$ cat config.mk
export PLATFORM = sky130hd
export DESIGN_NAME = reg_funsel_sequencer
export DESIGN_NICKNAME = d
export VERILOG_FILES = /design/src/rtl/reg_funsel_sequencer.sv
export SDC_FILE = /design/constraint.sdc
export NUM_CORES = 1
export LEC_CHECK = 0
export ABC_AREA = 1
export BUFFER_PORTS_ARGS = -buffer_cell sky130_fd_sc_hd__buf_2
export CORE_ASPECT_RATIO = 1.75
export CORE_MARGIN = 2
export CORE_UTILIZATION = 45
export DETAILED_ROUTE_END_ITERATION = 6
export GPL_TIMING_DRIVEN = 1
export PLACE_DENSITY_LB_ADDON = 0.05
export SLEW_MARGIN = 20
export SYNTH_ARGS = -nofsm -noshare
export SYNTH_HDL_FRONTEND = slang
export SYNTH_SLANG_ARGS = --single-unit
$ cat constraint.sdc
create_clock -name Clock -period 2.1 [get_ports Clock]
set_clock_uncertainty 0.1 [all_clocks]
set_input_delay 0.21 -clock Clock [delete_from_list [all_inputs] [get_ports Clock]]
set_output_delay 0.21 -clock Clock [all_outputs]
set_load 0.01 [all_outputs]
$ cat src/rtl/reg_funsel_sequencer.sv
// reg_funsel_sequencer
// Accepts one command at a time over a valid/ready handshake and expands it into
// single-cycle FunSel/E operations on a bank of four FunSel registers.
//
// Ports:
//   Clock, Reset         rising-edge clock, synchronous active-high reset
//   CmdValid/CmdReady    command handshake
//   CmdOp                00 DEC, 01 INC, 10 LOAD, 11 CLEAR
//   CmdSel               target register 0..3
//   CmdCount             repeat count for DEC/INC (ops issued = CmdCount+1)
//   CmdData              LOAD immediate
//   E, FunSel, I         one-hot enables and shared buses to the register bank
//   Done                 one-cycle pulse after the last issued op
//   ReadSel/ReadQ        combinational shadow readback
//   ShadowValid          per-register flag: shadow set by LOAD/CLEAR since reset
//
// Optional feature: define REG_SEQ_SHADOW_EN to build the shadow registers.
// Without it ReadQ and ShadowValid are tied to zero.
module reg_funsel_sequencer #(
  parameter int unsigned DATA_W = 16
) (
  input  logic              Clock,
  input  logic              Reset,
  input  logic              CmdValid,
  output logic              CmdReady,
  input  logic [1:0]        CmdOp,
  input  logic [1:0]        CmdSel,
  input  logic [3:0]        CmdCount,
  input  logic [DATA_W-1:0] CmdData,
  output logic [3:0]        E,
  output logic [1:0]        FunSel,
  output logic [DATA_W-1:0] I,
  output logic              Done,
  input  logic [1:0]        ReadSel,
  output logic [DATA_W-1:0] ReadQ,
  output logic [3:0]        ShadowValid
);

  typedef enum logic [0:0] {StIdle, StIssue} state_e;

  state_e            state_q, state_d;
  logic [1:0]        op_q, op_d;
  logic [1:0]        sel_q, sel_d;
  logic [DATA_W-1:0] data_q, data_d;
  logic [3:0]        remaining_q, remaining_d;
  logic              done_q, done_d;

  always_comb begin
    state_d     = state_q;
    op_d        = op_q;
    sel_d       = sel_q;
    data_d      = data_q;
    remaining_d = remaining_q;
    done_d      = 1'b0;
    CmdReady    = 1'b0;
    E           = 4'b0000;
    unique case (state_q)
      StIdle: begin
        CmdReady = ~Reset;
        if (CmdValid) begin
          op_d        = CmdOp;
          sel_d       = CmdSel;
          data_d      = CmdData;
          // LOAD/CLEAR (op[1]=1) always issue exactly one op
          remaining_d = CmdOp[1] ? 4'd0 : CmdCount;
          state_d     = StIssue;
        end
      end
      StIssue: begin
        // Gate E with Reset so no op reaches the bank on a reset edge
        E = Reset ? 4'b0000 : (4'b0001 << sel_q);
        if (remaining_q == 4'd0) begin
          state_d = StIdle;
          done_d  = 1'b1;
        end else begin
          remaining_d = remaining_q - 4'd1;
        end
      end
      default: state_d = StIdle;
    endcase
  end

  always_ff @(posedge Clock) begin
    if (Reset) begin
      state_q     <= StIdle;
      op_q        <= 2'b00;
      sel_q       <= 2'b00;
      data_q      <= '0;
      remaining_q <= 4'd0;
      done_q      <= 1'b0;
    end else begin
      state_q     <= state_d;
      op_q        <= op_d;
      sel_q       <= sel_d;
      data_q      <= data_d;
      remaining_q <= remaining_d;
      done_q      <= done_d;
    end
  end

  // Buses hold the last latched command outside ISSUE; the bank ignores them while E=0
  assign FunSel = op_q;
  assign I      = data_q;
  assign Done   = done_q;

`ifdef REG_SEQ_SHADOW_EN
  localparam logic [DATA_W-1:0] One = {{(DATA_W-1){1'b0}}, 1'b1};

  logic [DATA_W-1:0] shadow_q [4];
  logic [3:0]        valid_q;

  // Mirrors the register bank: same op, same edge, modulo 2^DATA_W
  always_ff @(posedge Clock) begin
    if (Reset) begin
      for (int k = 0; k < 4; k++) shadow_q[k] <= '0;
      valid_q <= 4'b0000;
    end else begin
      for (int k = 0; k < 4; k++) begin
        if (E[k]) begin
          unique case (op_q)
            2'b00: shadow_q[k] <= shadow_q[k] - One;
            2'b01: shadow_q[k] <= shadow_q[k] + One;
            2'b10: shadow_q[k] <= data_q;
            2'b11: shadow_q[k] <= '0;
            default: shadow_q[k] <= shadow_q[k];
          endcase
          if (op_q[1]) valid_q[k] <= 1'b1;
        end
      end
    end
  end

  assign ReadQ       = shadow_q[ReadSel];
  assign ShadowValid = valid_q;
`else
  logic unused_readsel;
  assign unused_readsel = ^ReadSel;
  assign ReadQ          = '0;
  assign ShadowValid    = 4'b0000;
`endif

endmodule

# Word-level counts from Yosys, hierarchy flattened
# Cells that the tools add are included.
[totals] mem_bits_ro=0 in_bits=29 mem_bits_rw=0 output_inout_bits=44 latch_bits=0 register_bits=26 n_memories=0
[classes] multipliers=0 muxes=11 eq_ne=2 n_shift=1 addsub=1 div=0 bitwise=2 magnitude_cmp=0 reduce_logical=4
[op_table] operator="2-to-1 mux 4 bit" n=5
[op_table] operator="case mux 4 bit (2 select lines)" n=1
[op_table] operator="logical NOT 4 bit" n=1
[op_table] operator="2-to-1 mux 1 bit" n=4
[op_table] operator="inequality test 2 bit (second input constant)" n=2
[op_table] operator="AND reduction 2 bit" n=2
[op_table] operator="left shift 1 x 2 -> 4 bit (first input constant)" n=1
[op_table] operator="subtractor 4 x 1 -> 4 bit (second input constant)" n=1
[op_table] operator="NOT 1 bit" n=2
[op_table] operator="case mux 1 bit (2 select lines)" n=1
[op_table] operator="OR reduction 2 bit" n=1

# Depth between registers and ports, before layout
[depth] ltp_word=3 depth_mapped=8 ltp_nobuf=8

# Worst setup path after synthesis
# OpenSTA, ideal clock, no wires.
[synth_timing] path_type="flip-flop to flip-flop" from="reg remaining_q[0]" to="reg remaining_q[2]" stages_incl_launch_ff=9 synth_period_minus_slack_ps=1252 n_path_buf=0 slack_ps=848 arrival_time_ps=1040 required_time_ps=1889 setup_ps=111 cell_sequence="dfxtp_1 inv_1 ha_1 nand3_1 nand2_1 nand2_1 inv_2 nor2_1 nor2_1"
[synth_via] elab_chain_len=3 word_cells_on_any_way=6 classes_between="1 x add/sub; 1 x eq/ne; 2 x mux; 2 x reduce/logical"
[synth_rtl] item="start: declaration" line="45" rtl="logic [3:0] remaining_q, remaining_d;"
[synth_rtl] item="start signal: assignment" line="96" rtl="remaining_q <= remaining_d;"
[synth_rtl] item="subtractor 4 x 1 -> 4 bit / logical NOT 4 bit (equally long branches)" line="76, 72"
[synth_rtl] item="2-to-1 mux 4 bit / inequality test 2 bit (equally long branches)"
[synth_rtl] item="case mux 4 bit (2 select lines) / AND reduction 2 bit (equally long branches)"
# Several ways; a longest one is shown, not always the timed one. The select of a mux whose other input is x is not followed.
# A chain may end at the register's enable or synchronous reset.

# Final worst setup path
[layout_timing] from="reg state_q" to="out E[0]"
[layout_via] elab_chain_len=1
[layout_rtl] item="start: declaration" line="41" rtl="state_e state_q, state_d;"
[layout_rtl] item="start signal: assignment" line="85" rtl="state_q <= StIdle;"
[layout_rtl] item="start signal: assignment" line="92" rtl="state_q <= state_d;"
[layout_rtl] item="2-to-1 mux 4 bit" line="57" rtl="unique case (state_q)"
[layout_rtl] item="end: declaration" line="30" rtl="output logic [3:0] E,"
# Every way passes these cells.

==> results_dict.tcl <==
set metrics [dict create \
    grt_max_degree 28 \
    antenna_found_initial 0 \
    drive_gt1_share_pct 28.2 \
    wl_met3_um 146 \
    synthSimpleGateAreaFrac_pct 25.0 \
    status "finished clean" \
    max-vdd-ir-drop_v 0.000520 \
    postCtsSetupBuffers 0 \
    grt_overflow 0 \
    syn_area_mm2 0.00123 \
    grtUsageTotal_pct 14.9 \
    worstRegToRegCells 8 \
    crit_slowest_cell "dfxtp_1" \
    dp_hpwl_mm 1.86 \
    port_buffers 50 \
    p_leak_nw 0.766 \
    netlist_instances 164 \
    setup-tns-final_ps 0 \
    io_pins 73 \
    rsz0062_at_grt "no" \
    crit_end "E[0]" \
    area_delta_synth_final_pct 17.8 \
    vias_per_cell 4.47 \
    final_area_mm2 0.00145 \
    clk_pin_slew_worst_paths_ps 80 \
    drt_iter0_drc 27 \
    hold_viol 0 \
    cts_made_buffers 3 \
    power_density_mw_per_mm2 787 \
    die_area_mm2 0.00318 \
    min_period_ps 1510 \
    cts_sinks 26 \
    worstSetupPathDepth 3 \
    wl_met1_um 895 \
    slowest_delay_ps 450 \
    place_inst 236 \
    startpoint "state_q$_SDFF_PP0_" \
    synth_warnings 0 \
    wl_per_cell_um 9.87 \
    required_ps 1790 \
    cp-end-kind "output port" \
    setup_viol 0 \
    grt_pass1_wl_mm 3.73 \
    finalMaxSlewViolations 0 \
    fin_crit_sh_pct 72.0 \
    gp_congestion 0.708 \
    synth_xor_area_share_pct 0.714 \
    first_pass_iters 4 \
    clock_latency_ps 260 \
    r2r_end "remaining_q[2]$_SDFFE_PP0P_" \
    synth_top_family_by_area "simple AND/OR/NAND/NOR gates" \
    synthMuxAreaShare_pct 0 \
    cp_num_buf_inv 1 \
    vias 1072 \
    critPathTopFamily "flip-flops" \
    final_util_pct 54.4 \
    crit_type "register to output port" \
    place_area_mm2 0.00139 \
    post-route-drc-count 0 \
    start_util_pct 46.2 \
    synth_cell_types 21 \
    fmax_ghz 0.662 \
    fp.dieW_um 43.5 \
    maxCapViolCount 0 \
    route.met2.wl_mm 1.31 \
    die_h_um 73.1 \
    antenna_left 0 \
    r2r_slack_ps 690 \
    cts_resized 0 \
    clockBufferDepth 2 \
    rows 25 \
    nFillCells 271 \
    routed.top_layer "met4" \
    regArea_um2 520 \
    core_area_mm2 0.00266 \
    worstHoldPathType "input port to register" \
    n_antenna_cell 0 \
    cts_tree "built" \
    syn_avg_cell_area_um2 7.48 \
    start_kind "register" \
    reg2reg_from "remaining_q[0]$_SDFFE_PP0P_" \
    grt_pass1_vias 919 \
    routed_wirelength_mm 2.37 \
    multi_input_area_um2 537 \
    holdBufCountCts 0 \
    final_cells 240 \
    cts-root-buf "clkbuf_8" \
    critPathArrivalTime_ps 1200 \
    synth_fa_ha_area_share_pct 1.02 \
    ys_seq_area_share_pct 42.4 \
    crit_chain "nand2_1, nor3_1, buf_2" \
    critical_path.max_fanout 7 \
    ys_ff_latch 26 \
    synth_compound_area_share_pct 10.9 \
    htreeDepth 1 \
    num-nets-final 244 \
    power.total_mw 1.14 \
]
-- cells in the mapped netlist --
| cell type | instances | area (um^2) |
|---|---|---|
| buf_6 | 2 | 22.5 |
| o21ai_1 | 5 | 25.0 |
| nor2_1 | 48 | 180 |
| xor2_1 | 1 | 8.76 |
| a21oi_2 | 1 | 8.76 |
| ha_1 | 1 | 12.5 |
| inv_1 | 7 | 26.3 |
| buf_4 | 20 | 150 |
| a21oi_1 | 3 | 15.0 |
| nand2_8 | 1 | 20.0 |
| clkbuf_1 | 1 | 3.75 |
| nand2_1 | 15 | 56.3 |
| clkbuf_4 | 1 | 7.51 |
| nor3_1 | 4 | 20.0 |
| inv_2 | 2 | 7.51 |
| inv_6 | 1 | 8.76 |
| o21ai_0 | 17 | 85.1 |
| conb_1 | 1 | 3.75 |
| nand3_1 | 6 | 30.0 |
| buf_8 | 1 | 15.0 |
| dfxtp_1 | 26 | 521 |
-- cell type report --
type	instances	area share, %
Tap cell	27	2.34
Clock buffer	4	3.81
Timing Repair Buffer	51	17.8
Sequential cell	26	36.0
Multi-Input combinational cell	122	37.1
Inverter	10	2.94
-- where the power goes --
group / internal [mW] / switching (mW)
clock: 0.167 / 0.142
combinational: 0.101 / 0.160
sequential: 0.542 / 0.0271
total: 0.809 / 0.329
-- layer usage --
| layer | global-route usage, % | vias to the layer above |
|---|---|---|
| li1 | - | 572 |
| met1 | 17.1 | 461 |
| met2 | 26.7 | 37 |
| met3 | 2.48 | 2 |
| met4 | 6.06 | 0 |
| met5 | 0 | - |
-- worst min-delay path by stage --
stage	from	to	slack, ps	cells after the start
6_report	Reset	state_q$_SDFF_PP0_	30	2
5_1_grt	Reset	state_q$_SDFF_PP0_	30	2
4_1_cts	Reset	state_q$_SDFF_PP0_	20	2
3_5_place_dp	Reset	state_q$_SDFF_PP0_	310	2
3_3_place_gp	Reset	state_q$_SDFF_PP0_	310	2
2_1_floorplan	Reset	state_q$_SDFF_PP0_	180	1
-- stage by stage --
step           worst slack [ps]  hold slack (ps)
2_1_floorplan               848              182
3_3_place_gp                742              307
3_5_place_dp                707              307
4_1_cts                     562             21.2
5_1_grt                     457             31.5
6_report                    589             26.7
-- placed cells by master, fill, tap and decap left out --
cell type  instances
buf_2             50
nor2_1            48
dfxtp_1           26
conb_1            20
o21ai_0           17
nand2_1           15
inv_1              7
nand3_1            6
o21ai_1            5
nor3_1             4
clkbuf_8           4
a21oi_1            3
inv_2              2
nand2_8            1
inv_6              1
a21oi_2            1
xor2_1             1
ha_1               1
buf_4              1
-- flip-flops by register name, summed over array words and instances (netlist names) --
| signal | count |
|---|---|
| sel_q | 2 |
| I | 16 |
| FunSel | 2 |
| Done | 1 |
| remaining_q | 4 |
| state_q | 1 |
-- cells by family (layout without fill, tap and decap cells) --
logic type / after synthesis / after routing
other: 1 / 20
AND/OR/NAND/NOR: 74 / 74
XOR/XNOR: 1 / 1
adder cells (fa/ha/maj): 1 / 1
flip-flops: 26 / 26
AO/OA/AOI/OAI: 26 / 26
buffers and inverters: 35 / 65
Power figures use the tool's default switching activity.
